$ cat src/rtl/console_uart_mux_pkg.sv
// console_uart_mux_pkg: state encodings, channel bits and defaults shared by the console/hexbus UART mux
package console_uart_mux_pkg;
  typedef enum logic [1:0] {IDLE = 2'd0, HB = 2'd1, CONS = 2'd2} state_t;
  localparam logic CH_CONS = 1'b0;
  localparam logic CH_HB = 1'b1;
  localparam logic [6:0] HB_EOP_DEF = 7'h0a;
  localparam int LGTIMEOUT_DEF = 5;
endpackage

$ cat src/rtl/console_uart_mux_if.sv
// console_uart_mux_if: UART RX/TX byte streams plus console and hexbus char handshakes
//   slave  = mux side (takes rx/source chars, drives demuxed chars, busy flags and tx byte)
//   master = environment side (UART, console and hexbus blocks)
interface console_uart_mux_if;
  logic       i_rx_stb;
  logic [7:0] i_rx_data;
  logic       o_cons_stb;
  logic [6:0] o_cons_data;
  logic       o_hb_stb;
  logic [6:0] o_hb_data;
  logic       i_cons_stb;
  logic [6:0] i_cons_data;
  logic       o_cons_busy;
  logic       i_hb_stb;
  logic [6:0] i_hb_data;
  logic       o_hb_busy;
  logic       o_tx_stb;
  logic [7:0] o_tx_data;
  logic       i_tx_busy;
  modport slave (
    input  i_rx_stb, i_rx_data, i_cons_stb, i_cons_data, i_hb_stb, i_hb_data, i_tx_busy,
    output o_cons_stb, o_cons_data, o_hb_stb, o_hb_data, o_cons_busy, o_hb_busy, o_tx_stb, o_tx_data
  );
  modport master (
    output i_rx_stb, i_rx_data, i_cons_stb, i_cons_data, i_hb_stb, i_hb_data, i_tx_busy,
    input  o_cons_stb, o_cons_data, o_hb_stb, o_hb_data, o_cons_busy, o_hb_busy, o_tx_stb, o_tx_data
  );
endinterface

$ cat src/rtl/console_uart_mux.sv
// console_uart_mux: shares one UART byte stream between the console (bit7=0) and hexbus (bit7=1)
//   i_clk, i_rst_n : clock, async active-low reset
//   bus            : rx byte in -> console/hexbus char strobes out; console/hexbus chars in -> tx byte out
module console_uart_mux
  import console_uart_mux_pkg::*;
#(
  parameter int         LGTIMEOUT = LGTIMEOUT_DEF,
  parameter logic [6:0] HB_EOP    = HB_EOP_DEF
) (
  input logic            i_clk,
  input logic            i_rst_n,
  console_uart_mux_if.slave bus
);
  localparam logic [LGTIMEOUT-1:0] CNT_MAX = '1;
  state_t               state_q, state_d;
  logic                 prio_q, prio_d;
  logic [LGTIMEOUT-1:0] cnt_q, cnt_d;
  logic                 cons_stb_q, hb_stb_q;
  logic [6:0]           rx_data_q;
  logic                 tx_stb_q;
  logic [7:0]           tx_data_q;
  logic                 slot_free, cons_gnt, hb_gnt, cons_acc, hb_acc;
  always_ff @(posedge i_clk or negedge i_rst_n)
    if (!i_rst_n) begin
      cons_stb_q <= 1'b0;
      hb_stb_q   <= 1'b0;
    end else begin
      cons_stb_q <= bus.i_rx_stb & ~bus.i_rx_data[7];
      hb_stb_q   <= bus.i_rx_stb & bus.i_rx_data[7];
    end
  always_ff @(posedge i_clk or negedge i_rst_n)
    if (!i_rst_n) rx_data_q <= '0;
    else if (bus.i_rx_stb) rx_data_q <= bus.i_rx_data[6:0];
  assign bus.o_cons_stb  = cons_stb_q;
  assign bus.o_hb_stb    = hb_stb_q;
  assign bus.o_cons_data = rx_data_q;
  assign bus.o_hb_data   = rx_data_q;
  // the holding register can take a new byte when empty or being drained this cycle
  assign slot_free       = ~tx_stb_q | ~bus.i_tx_busy;
  assign cons_gnt        = (state_q == CONS) & slot_free;
  assign hb_gnt          = (state_q == HB) & slot_free;
  assign cons_acc        = cons_gnt & bus.i_cons_stb;
  assign hb_acc          = hb_gnt & bus.i_hb_stb;
  assign bus.o_cons_busy = ~cons_gnt;
  assign bus.o_hb_busy   = ~hb_gnt;
  assign bus.o_tx_stb    = tx_stb_q;
  assign bus.o_tx_data   = tx_data_q;
  always_ff @(posedge i_clk or negedge i_rst_n)
    if (!i_rst_n) tx_stb_q <= 1'b0;
    else if (cons_acc | hb_acc) tx_stb_q <= 1'b1;
    else if (!bus.i_tx_busy) tx_stb_q <= 1'b0;
  always_ff @(posedge i_clk or negedge i_rst_n)
    if (!i_rst_n) tx_data_q <= '0;
    else if (cons_acc) tx_data_q <= {CH_CONS, bus.i_cons_data};
    else if (hb_acc) tx_data_q <= {CH_HB, bus.i_hb_data};
  always_ff @(posedge i_clk or negedge i_rst_n)
    if (!i_rst_n) begin
      state_q <= IDLE;
      prio_q  <= CH_HB;
      cnt_q   <= '0;
    end else begin
      state_q <= state_d;
      prio_q  <= prio_d;
      cnt_q   <= cnt_d;
    end
  // a hexbus grant lasts until end-of-packet or until the source idles for 2^LGTIMEOUT-1 cycles
  always_comb begin
    state_d = state_q;
    prio_d  = prio_q;
    cnt_d   = cnt_q;
    case (state_q)
      IDLE:
        if (bus.i_hb_stb & (~bus.i_cons_stb | prio_q == CH_HB)) state_d = HB;
        else if (bus.i_cons_stb) state_d = CONS;
      CONS:
        if (cons_acc) begin
          state_d = IDLE;
          prio_d  = CH_HB;
        end
      HB:
        if (hb_acc) begin
          cnt_d = '0;
          if (bus.i_hb_data == HB_EOP) begin
            state_d = IDLE;
            prio_d  = CH_CONS;
          end
        end else if (cnt_q == CNT_MAX) begin
          state_d = IDLE;
          prio_d  = CH_CONS;
          cnt_d   = '0;
        end else if (!bus.i_hb_stb) cnt_d = cnt_q + 1'b1;
      default: state_d = IDLE;
    endcase
  end
endmodule

$ cat src/flat_wrapper.sv
// flat-port wrapper written by rule: the top's interface ports become plain ports
module console_uart_mux_flat import console_uart_mux_pkg::*;
#(
  parameter int         LGTIMEOUT = LGTIMEOUT_DEF,
  parameter logic [6:0] HB_EOP    = HB_EOP_DEF
)
  (i_clk, i_rst_n, bus_i_rx_stb, bus_i_rx_data, bus_i_cons_stb, bus_i_cons_data, bus_i_hb_stb, bus_i_hb_data, bus_i_tx_busy, bus_o_cons_stb, bus_o_cons_data, bus_o_hb_stb, bus_o_hb_data, bus_o_cons_busy, bus_o_hb_busy, bus_o_tx_stb, bus_o_tx_data);
  console_uart_mux_if bus_i ();
  input logic i_clk;
  input logic i_rst_n;
  input wire logic [$bits(bus_i.i_rx_stb)-1:0] bus_i_rx_stb;
  input wire logic [$bits(bus_i.i_rx_data)-1:0] bus_i_rx_data;
  input wire logic [$bits(bus_i.i_cons_stb)-1:0] bus_i_cons_stb;
  input wire logic [$bits(bus_i.i_cons_data)-1:0] bus_i_cons_data;
  input wire logic [$bits(bus_i.i_hb_stb)-1:0] bus_i_hb_stb;
  input wire logic [$bits(bus_i.i_hb_data)-1:0] bus_i_hb_data;
  input wire logic [$bits(bus_i.i_tx_busy)-1:0] bus_i_tx_busy;
  output wire logic [$bits(bus_i.o_cons_stb)-1:0] bus_o_cons_stb;
  output wire logic [$bits(bus_i.o_cons_data)-1:0] bus_o_cons_data;
  output wire logic [$bits(bus_i.o_hb_stb)-1:0] bus_o_hb_stb;
  output wire logic [$bits(bus_i.o_hb_data)-1:0] bus_o_hb_data;
  output wire logic [$bits(bus_i.o_cons_busy)-1:0] bus_o_cons_busy;
  output wire logic [$bits(bus_i.o_hb_busy)-1:0] bus_o_hb_busy;
  output wire logic [$bits(bus_i.o_tx_stb)-1:0] bus_o_tx_stb;
  output wire logic [$bits(bus_i.o_tx_data)-1:0] bus_o_tx_data;
  assign bus_i.i_rx_stb = bus_i_rx_stb;
  assign bus_i.i_rx_data = bus_i_rx_data;
  assign bus_i.i_cons_stb = bus_i_cons_stb;
  assign bus_i.i_cons_data = bus_i_cons_data;
  assign bus_i.i_hb_stb = bus_i_hb_stb;
  assign bus_i.i_hb_data = bus_i_hb_data;
  assign bus_i.i_tx_busy = bus_i_tx_busy;
  assign bus_o_cons_stb = bus_i.o_cons_stb;
  assign bus_o_cons_data = bus_i.o_cons_data;
  assign bus_o_hb_stb = bus_i.o_hb_stb;
  assign bus_o_hb_data = bus_i.o_hb_data;
  assign bus_o_cons_busy = bus_i.o_cons_busy;
  assign bus_o_hb_busy = bus_i.o_hb_busy;
  assign bus_o_tx_stb = bus_i.o_tx_stb;
  assign bus_o_tx_data = bus_i.o_tx_data;
  console_uart_mux #(.LGTIMEOUT(LGTIMEOUT), .HB_EOP(HB_EOP)) u_core (.i_clk(i_clk), .i_rst_n(i_rst_n), .bus(bus_i));
endmodule
$ cat config.mk
export PLATFORM = sky130hd
export DESIGN_NAME = console_uart_mux_flat
export DESIGN_NICKNAME = d
export VERILOG_FILES = /design/src/rtl/console_uart_mux_pkg.sv /design/src/rtl/console_uart_mux_if.sv /design/src/rtl/console_uart_mux.sv /design/src/flat_wrapper.sv
export SDC_FILE = /design/constraint.sdc
export NUM_CORES = 1
export LEC_CHECK = 0
export ABC_AREA = 1
export BUFFER_PORTS_ARGS = -buffer_cell sky130_fd_sc_hd__buf_2
export CAP_MARGIN = 20
export CORE_MARGIN = 3
export CORE_UTILIZATION = 50
export CTS_CLUSTER_DIAMETER = 60
export DETAILED_ROUTE_END_ITERATION = 10
export PLACE_DENSITY = 0.83
export SYNTH_ARGS = -nofsm -noshare
export SYNTH_HDL_FRONTEND = slang
export SYNTH_SLANG_ARGS = --single-unit
$ cat constraint.sdc
create_clock -name i_clk -period 3.4 [get_ports i_clk]
set_clock_uncertainty 0.1 [all_clocks]
set_input_delay 1.02 -clock i_clk [delete_from_list [all_inputs] [get_ports i_clk]]
set_output_delay 1.02 -clock i_clk [all_outputs]
set_load 0.02 [all_outputs]
; Word level (Yosys, flattened, before mapping)
; Index checks and enable logic that the tools add are counted.
[totals]
wordCells = 60
inputBits = 28
register_bits = 26
out_inout_bits = 27
[classes]
n_addsub = 1
eq_ne = 10
mux = 19
n_bitwise = 16
reduce_logical = 6
[ops]
columns = op, n
row1 = 8-bit two-way mux, 2
row2 = 5-bit two-way mux, 3
row3 = 2-bit two-way mux, 6
row4 = 4-bit AND reduction, 2
row5 = 1-bit AND, 7
row6 = 7-bit by 4-bit equality test with 1-bit output (second input constant), 1
row7 = 1-bit two-way mux, 6
row8 = 3-bit by 2-bit != test with 1-bit output (second input constant), 2
row9 = 1-bit NOT, 6
row10 = 2-bit one-hot mux with 3 select lines, 1
row11 = 5-bit by 1-bit adder with 5-bit output (second input constant), 1
row12 = 5-bit equality test (second input constant), 1
row13 = 2-bit by 1-bit != test with 1-bit output (second input constant), 2
row14 = 2-bit nonzero test, 2
row15 = 3-bit by 1-bit != test with 1-bit output (second input constant), 1
row16 = 3-bit != test (second input constant), 1
row17 = 1-bit bitwise OR, 3
row18 = 2-bit by 1-bit equality test with 1-bit output (second input constant), 1
row19 = 2-bit equality test (second input constant), 1
row20 = 2-bit zero test, 1
row21 = 1-bit one-hot mux with 2 select lines, 1
row22 = 2-bit AND reduction, 1

; Longest topological paths before layout
; Gate-level depths: netlist of the first run.
[logic_depth]
word_depth = 6
mapped_depth = 9
ltp_nobuf = 9

; Worst setup path after synthesis of the first run
; Ideal clock, no wire load.
[synth_timing]
path_kind = input port to output port
from = input bus_i_tx_busy
to = output bus_o_cons_busy
t_arrival_ns = 1.318
stages = 2
slack_ns = 0.962
cell_sequence = nand2_1 > nand2_1
[synth_via]
elab_chain_len = 4
[synth_rtl]
columns = item, line
row1 = from (decl), flat_wrapper.sv:17  ; input wire logic [$bits(bus_i.i_tx_busy)-1:0] bus_i_tx_busy;
row2 = 1-bit NOT, console_uart_mux.sv:39  ; assign slot_free = ~tx_stb_q | ~bus.i_tx_busy;
row3 = 1-bit bitwise OR, console_uart_mux.sv:39
row4 = 1-bit AND, console_uart_mux.sv:40  ; assign cons_gnt = (state_q == CONS) & slot_free;
row5 = 1-bit NOT, console_uart_mux.sv:44  ; assign bus.o_cons_busy = ~cons_gnt;
row6 = to (decl), flat_wrapper.sv:22  ; output wire logic [$bits(bus_i.o_cons_busy)-1:0] bus_o_cons_busy;
; No other way between the ends.

; Worst setup path after layout of the first run
[layout_timing]
from = input bus_i_tx_busy
to = output bus_o_hb_busy
[layout_via]
elab_chain_len = 4
[layout_rtl]
columns = item, line
row1 = 1-bit NOT, console_uart_mux.sv:39
row2 = 1-bit bitwise OR, console_uart_mux.sv:39
row3 = 1-bit AND, console_uart_mux.sv:41  ; assign hb_gnt = (state_q == HB) & slot_free;
row4 = 1-bit NOT, console_uart_mux.sv:45  ; assign bus.o_hb_busy = ~hb_gnt;
row5 = to (decl), flat_wrapper.sv:23  ; output wire logic [$bits(bus_i.o_hb_busy)-1:0] bus_o_hb_busy;
; No other way between the ends.

==> reports/qor.yml, run 1 <==
status:
  status: "completed"
die:
  coreArea_um2: 2320
  start_util_pct: 55.3
  rows: 17
  die_y_um: 56.6
  die_w_um: 56.6
  fp.dieArea_um2: 3210
  io_pins: 55
sta:
  setup_tns_ps: 0
  fin_crit_sh_pct: 78.6
  maxSlewHeadroom_pct: 62.9
  finalMaxSlewViolations: 0
  grt_setup_unrepaired: "false"
  setup_slack_ps: 729
  tightest_slew_ps: 556
  setup_viol: 0
  hold_slack_ps: 400
  min_period_ps: 2670
  hold_viol: 0
  fmax_mhz: 374
cts:
  cts_root_buf: "clkbuf_4"
  cts_hold_buf: 0
  clock_latency_ps: 310
  clk_path_buf_depth: 2
  path_clk_slew_ps: 150
  postCtsResizedCells: 0
  htreeDepth: 1
  cts_tree: "built"
  cts.sinks: 26
  cts_buffers: 3
  post_cts_buffers: 0
global_route:
  antenna_found_initial: 0
  grt_max_degree: 27
  grt_pass1_vias: 1113
  grt-ovfl-total: 0
  grt_use_total_pct: 18.5
  grt_pass1_wl_um: 4810
yosys:
  syn_nets: 190
  synth_area_um2: 1280
  synth_top_area_share_pct: 48.8
  synth_seq_cells: 26
  ys_types: 24
  postSynthCellCount: 160
  yosys_warnings: 0
  yosys.area.top_type: "dfrtp_1"
  ys_seq_area_share_pct: 50.9
  avgSynthCellArea_um2: 8.01
  synthTopCellsByArea: "dfrtp_1 (49%), nand2_1 (20%), inv_1 (4.4%)"
routing:
  drt_iter0_markers: 37
  wire_per_inst_um: 11.8
  drc: 0
  wirelength_um: 2800
  via_per_inst: 4.97
  route.vias.total: 1178
  ant_nets: 0
  drt_first_pass_iters: 4
setup_path:
  critPathMaxStageDelay_ps: 170
  cp_cell_sequence: "buf_2 -> nand2_1 -> nand2_1 -> buf_2"
  crit_fanout: 6
  timing.critical_path.buf_inv: 2
  startpoint_type: "primary input"
  end_kind: "output port"
  cp_slowest_cell: "nand2_1"
  cp_top_family: "buffers and inverters"
  cp.required_ps: 2280
  path_class: "in2out"
  arrival_ps: 1550
power:
  ir_drop_v: 0.000434
  p_per_area_nw_per_um2: 695
  p_leak_uw: 0.000899
  power_uw: 1080
place:
  dp_hpwl_um: 2240
  port_buffers: 54
  post-place-ws_ps: 739
  place.gp.congestion: 0.821
layout:
  multi_input_area_um2: 485
  layout-drive-gt1-share_pct: 33.0
  fin_nets: 240
  num_antenna_cells: 0
  n_fill_cell: 195
  regArea_um2: 652
  area_growth_pct: 21.4
run:
  drv_cap: 0
min_path:
  hold_class: "reg2reg"
sequential cells by signal, indices dropped and copies added, names as in the netlist:
name,flops
u_core.bus.o_tx_data,8
u_core.bus.o_cons_data,7
u_core.bus.o_tx_stb,1
u_core.bus.o_hb_stb,1
u_core.bus.o_cons_stb,1
u_core.cnt_q,5
u_core.state_q,2
u_core.prio_q,1
area by class of cell:
type	count	area share, %
Sequential cell	26	41.9
Multi-Input combinational cell	106	31.2
Timing Repair Buffer	54	17.4
Inverter	19	4.91
Clock buffer	4	2.33
Tap cell	28	2.25
worst register-to-register path, delay by kind of cell (launching register included):
kind,cells,cell delay [ps]
fa+ha+maj,2,400
simple gates,4,340
flops,1,430
buf+inv,1,70
compound gates,2,430
metrics by stage:
stage          utilization [%]  area, um2  std cells
6_report                  67.1       1560        237
5_1_grt                   67.1       1560        237
4_1_cts                   67.1       1560        237
3_5_place_dp              65.5       1520        233
3_3_place_gp              65.5       1520        233
2_1_floorplan                -       1280        160
placed cells by master (no fill, tap or decap), types with 2 or more instances in the layout:
| cell type | n |
|---|---|
| nor3_1 | 2 |
| nand3_1 | 7 |
| clkbuf_4 | 3 |
| a21oi_1 | 3 |
| nand2_1 | 68 |
| o21ai_1 | 4 |
| inv_1 | 15 |
| o211ai_1 | 4 |
| or2_2 | 2 |
| ha_1 | 2 |
| nor2_1 | 7 |
| buf_2 | 54 |
| inv_2 | 3 |
| dfrtp_1 | 25 |
report_power, final:
part	internal, uW	switching (uW)	total (uW)
clock network	65.3	88.2	153
logic	160	310	470
registers	400	57.2	457
total	626	455	1080
path summary, 6_finish.rpt:
| path | end | cells after the start | slack [ps] | from |
|---|---|---|---|---|
| max in group asynchronous | u_core.cnt_q[1]$_DFFE_PN0P_ | 1 | 2260 | i_rst_n |
| hold / removal | u_core.bus.o_tx_data[7]$_DFFE_PN0P_ | 2 | 400 | u_core.bus.o_tx_data[7]$_DFFE_PN0P_ |
| hold reg to reg | u_core.bus.o_tx_data[7]$_DFFE_PN0P_ | 2 | 400 | u_core.bus.o_tx_data[7]$_DFFE_PN0P_ |
| setup reg to reg | u_core.cnt_q[0]$_DFFE_PN0P_ | 9 | 1570 | u_core.cnt_q[0]$_DFFE_PN0P_ |
| min in group asynchronous | u_core.bus.o_cons_stb$_DFF_PN0_ | 1 | 570 | i_rst_n |
| setup / recovery | bus_o_hb_busy | 4 | 730 | bus_i_tx_busy |
cells by family (layout without fill, tap and decap cells):
group,after synthesis,count (layout),synth area share [%]
AO/OA/AOI/OAI,13,13,6.15
AND/OR/NAND/NOR,90,90,29.1
buffers and inverters,28,77,11.2
XOR/XNOR,1,1,0.684
adder cells (fa/ha/maj),2,2,1.95
flip-flops,26,26,50.9
Yosys cell counts:
cell type / instances
xor2_1: 1
nor3_1: 2
ha_1: 2
nand2_1: 68
clkbuf_1: 1
nor2_4: 1
clkinv_4: 1
inv_1: 15
a21oi_1: 3
nor2_1: 7
or2_2: 2
nand4_1: 1
nand3_1: 7
buf_6: 1
buf_4: 7
dfrtp_1: 25
o21ai_0: 1
o21ai_2: 1
inv_2: 3
dfstp_2: 1
nand3_2: 1
nand2_2: 1
o21ai_1: 4
o211ai_1: 4
metal layers:
metal	GRT usage [%]	share of wire, %
met4	6.78	2.5
met5	0	0
met1	23.6	41
met3	2.76	5.7
met2	31.7	51
No activity file was read; power rests on OpenSTA's default activity.
==> run 2, diff against run 1 <==
--- a/config.mk
+++ b/config.mk
@@ -9,10 +9,10 @@
 export BUFFER_PORTS_ARGS = -buffer_cell sky130_fd_sc_hd__buf_2
 export CAP_MARGIN = 20
 export CORE_MARGIN = 3
-export CORE_UTILIZATION = 50
+export CORE_UTILIZATION = 46
 export CTS_CLUSTER_DIAMETER = 60
 export DETAILED_ROUTE_END_ITERATION = 10
-export PLACE_DENSITY = 0.83
+export PLACE_DENSITY = 0.78
 export SYNTH_ARGS = -nofsm -noshare
 export SYNTH_HDL_FRONTEND = slang
 export SYNTH_SLANG_ARGS = --single-unit
==> constraint.sdc (replaced) <==
create_clock -name i_clk -period 2.6 [get_ports i_clk]
set_clock_uncertainty 0.1 [all_clocks]
set_input_delay 0.78 -clock i_clk [delete_from_list [all_inputs] [get_ports i_clk]]
set_output_delay 0.78 -clock i_clk [all_outputs]
set_load 0.02 [all_outputs]
==> reports/qor.yml, run 2 (same netlist as run 1, synthesis figures left out) <==
setup_path:
  startpoint_type: "primary input"  # unchanged
  cp_top_family: "simple AND/OR/NAND/NOR gates"  # was buffers and inverters
  cp.required_ps: 1720  # was 2280 ps
  crit_fanout: 6  # unchanged
  r2r_cells: 9  # unchanged
  arrival_ps: 1320  # was 1550 ps
  regToRegStartpoint: "u_core.cnt_q[0]$_DFFE_PN0P_"  # unchanged
  reg2reg_to: "u_core.cnt_q[4]$_DFFE_PN0P_"  # was u_core.cnt_q[0]$_DFFE_PN0P_
  critPathMaxStageDelay_ps: 180  # was 170 ps
  timing.critical_path.buf_inv: 2  # unchanged
  worstSetupPathDepth: 4  # unchanged
  path_class: "in2out"  # unchanged
  cp-startpoint: "bus_i_tx_busy"  # unchanged
  cp_slowest_cell: "nand2_1"  # unchanged
  end_kind: "output port"  # unchanged
  cp_cell_sequence: "buf_2 -> nand2_1 -> nand2_1 -> buf_2"  # unchanged
  rrSetupSlack_ps: 840  # was 1570 ps
sta:
  grt_setup_unrepaired: "false"  # unchanged
  min_period_ps: 2200
  setup_tns_ps: 0  # unchanged
  tightest_slew_ps: 554  # was 556 ps
  fmax_mhz: 454
  fin_crit_sh_pct: 84.8
  maxSlewHeadroom_pct: 63.1  # was 62.9%
  finalMaxSlewViolations: 0  # unchanged
  setup_viol: 0  # unchanged
  hold_viol: 0  # unchanged
power:
  p_per_area_nw_per_um2: 892  # was 695 nW/um2
  ir_drop_v: 0.000513  # was 0.000434 V
  p_leak_uw: 0.000899  # unchanged
  power_uw: 1390  # was 1080 uW
routing:
  drt_first_pass_iters: 4  # unchanged
  route.vias.total: 1141  # was 1178
  drt_iter0_markers: 22  # was 37
  wirelength_um: 2450  # was 2800 um
  ant_nets: 0  # unchanged
  wl_met1_um: 1060  # was 1140 um
  wire_per_inst_um: 10.3  # was 11.8 um
  highest_layer: "met4"  # unchanged
  wl_met3_um: 228  # was 158 um
  drc: 0  # unchanged
  via_per_inst: 4.77  # was 4.97
  met2_length_um: 1140  # was 1430 um
cts:
  path_clk_slew_ps: 130  # was 150 ps
  cts_hold_buf: 0  # unchanged
  postCtsResizedCells: 0  # unchanged
  post_cts_buffers: 0  # unchanged
  clock_latency_ps: 300  # was 310 ps
  cts_root_buf: "clkbuf_4"  # unchanged
  cts_buffers: 3  # unchanged
  clk_path_buf_depth: 2  # unchanged
  cts_tree: "built"  # unchanged
  cts.sinks: 26  # unchanged
  htreeDepth: 1  # unchanged
layout:
  fin_nets: 240  # unchanged
  largest_reg_flops: 8  # unchanged
  regArea_um2: 652  # unchanged
  layout_commonest_cell: "nand2_1"  # unchanged
  multi_input_area_um2: 485  # unchanged
  n_fill_cell: 242  # was 195
  area_growth_pct: 21.6  # was 21.4%
  num_antenna_cells: 0  # unchanged
  finalNonFillerCells: 239  # was 237
  final_util_pct: 60.7  # was 67.1%
  fin_area_um2: 1560  # about the same
  mostFrequentLayoutCells: "nand2_1 (68), buf_2 (54), dfrtp_1 (25)"  # unchanged
  layout-drive-gt1-share_pct: 33.0  # unchanged
die:
  rows: 18  # was 17
  die_y_um: 58.8  # was 56.6 um
  fp.dieArea_um2: 3450  # was 3210 um2
  coreArea_um2: 2570  # was 2320 um2
  start_util_pct: 49.9  # was 55.3%
  io_pins: 55  # unchanged
  die_w_um: 58.8  # was 56.6 um
global_route:
  grt_max_degree: 27  # unchanged
  antenna_found_initial: 0  # unchanged
  grt_use_total_pct: 15.5  # was 18.5%
  grt_pass1_vias: 1079  # was 1113
  grt-ovfl-total: 0  # unchanged
  grt_pass1_wl_um: 4240  # was 4810 um
place:
  place.gp.congestion: 0.789  # was 0.821
  dpl.cell_count: 235  # was 233
  placed_area_um2: 1520  # about the same
  dp_hpwl_um: 1980  # was 2240 um
  port_buffers: 54  # unchanged
min_path:
  hold_class: "in2async"  # was reg2reg
run:
  drv_cap: 0  # unchanged
status:
  status: "completed"  # unchanged
-- run 2: cell counts in the layout (fill, tap and decap cells not counted) --
No cell type changed its count.
-- run 2: area by class of cell --
class,count,area share (%)
Clock buffer,4,2.33
Inverter,19,4.90
Multi-Input combinational cell,106,31.2
Sequential cell,26,41.8
Tap cell,30,2.41
Timing Repair Buffer,54,17.3
-- run 2: worst max path at each step --
stage / to / slack (ps)
6_report: bus_o_hb_busy / 400
3_3_place_gp: bus_o_hb_busy / 410
5_1_grt: bus_o_cons_busy / 370
3_5_place_dp: bus_o_cons_busy / 400
4_1_cts: bus_o_cons_busy / 400
2_1_floorplan: bus_o_cons_busy / 640
-- run 2: metrics by stage --
stage               hold WS, ps  setup slack, ps
detailed placement          369              396
floorplan                   349              642
finish                      340              396
global route                355              369
CTS                         353              397
global placement            348              409
-- run 2: worst reg2reg max path, stage by stage, from the launching register on --
cell and delay [ps]:
dfrtp_1 440, ha_1 220, nand2_1 80, nor2_1 50, ha_1 180, inv_1 70, nand2_1 110, o21ai_2 310
nand2_1 90, o21ai_1 80
-- run 2: routing by layer --
layer	vias up	GRT usage (%)
met3	4	3.29
met4	0	5.50
li1	590	-
met2	44	27.3
met5	-	0
met1	503	18.6
-- run 2: report_power, final --
part / switching, uW / leakage, uW / internal (uW)
Sequential: 72.4 / 0.000323 / 523
Combinational: 391 / 0.000555 / 209
Clock: 109 / 0.0000210 / 85.4
Total: 572 / 0.000899 / 817
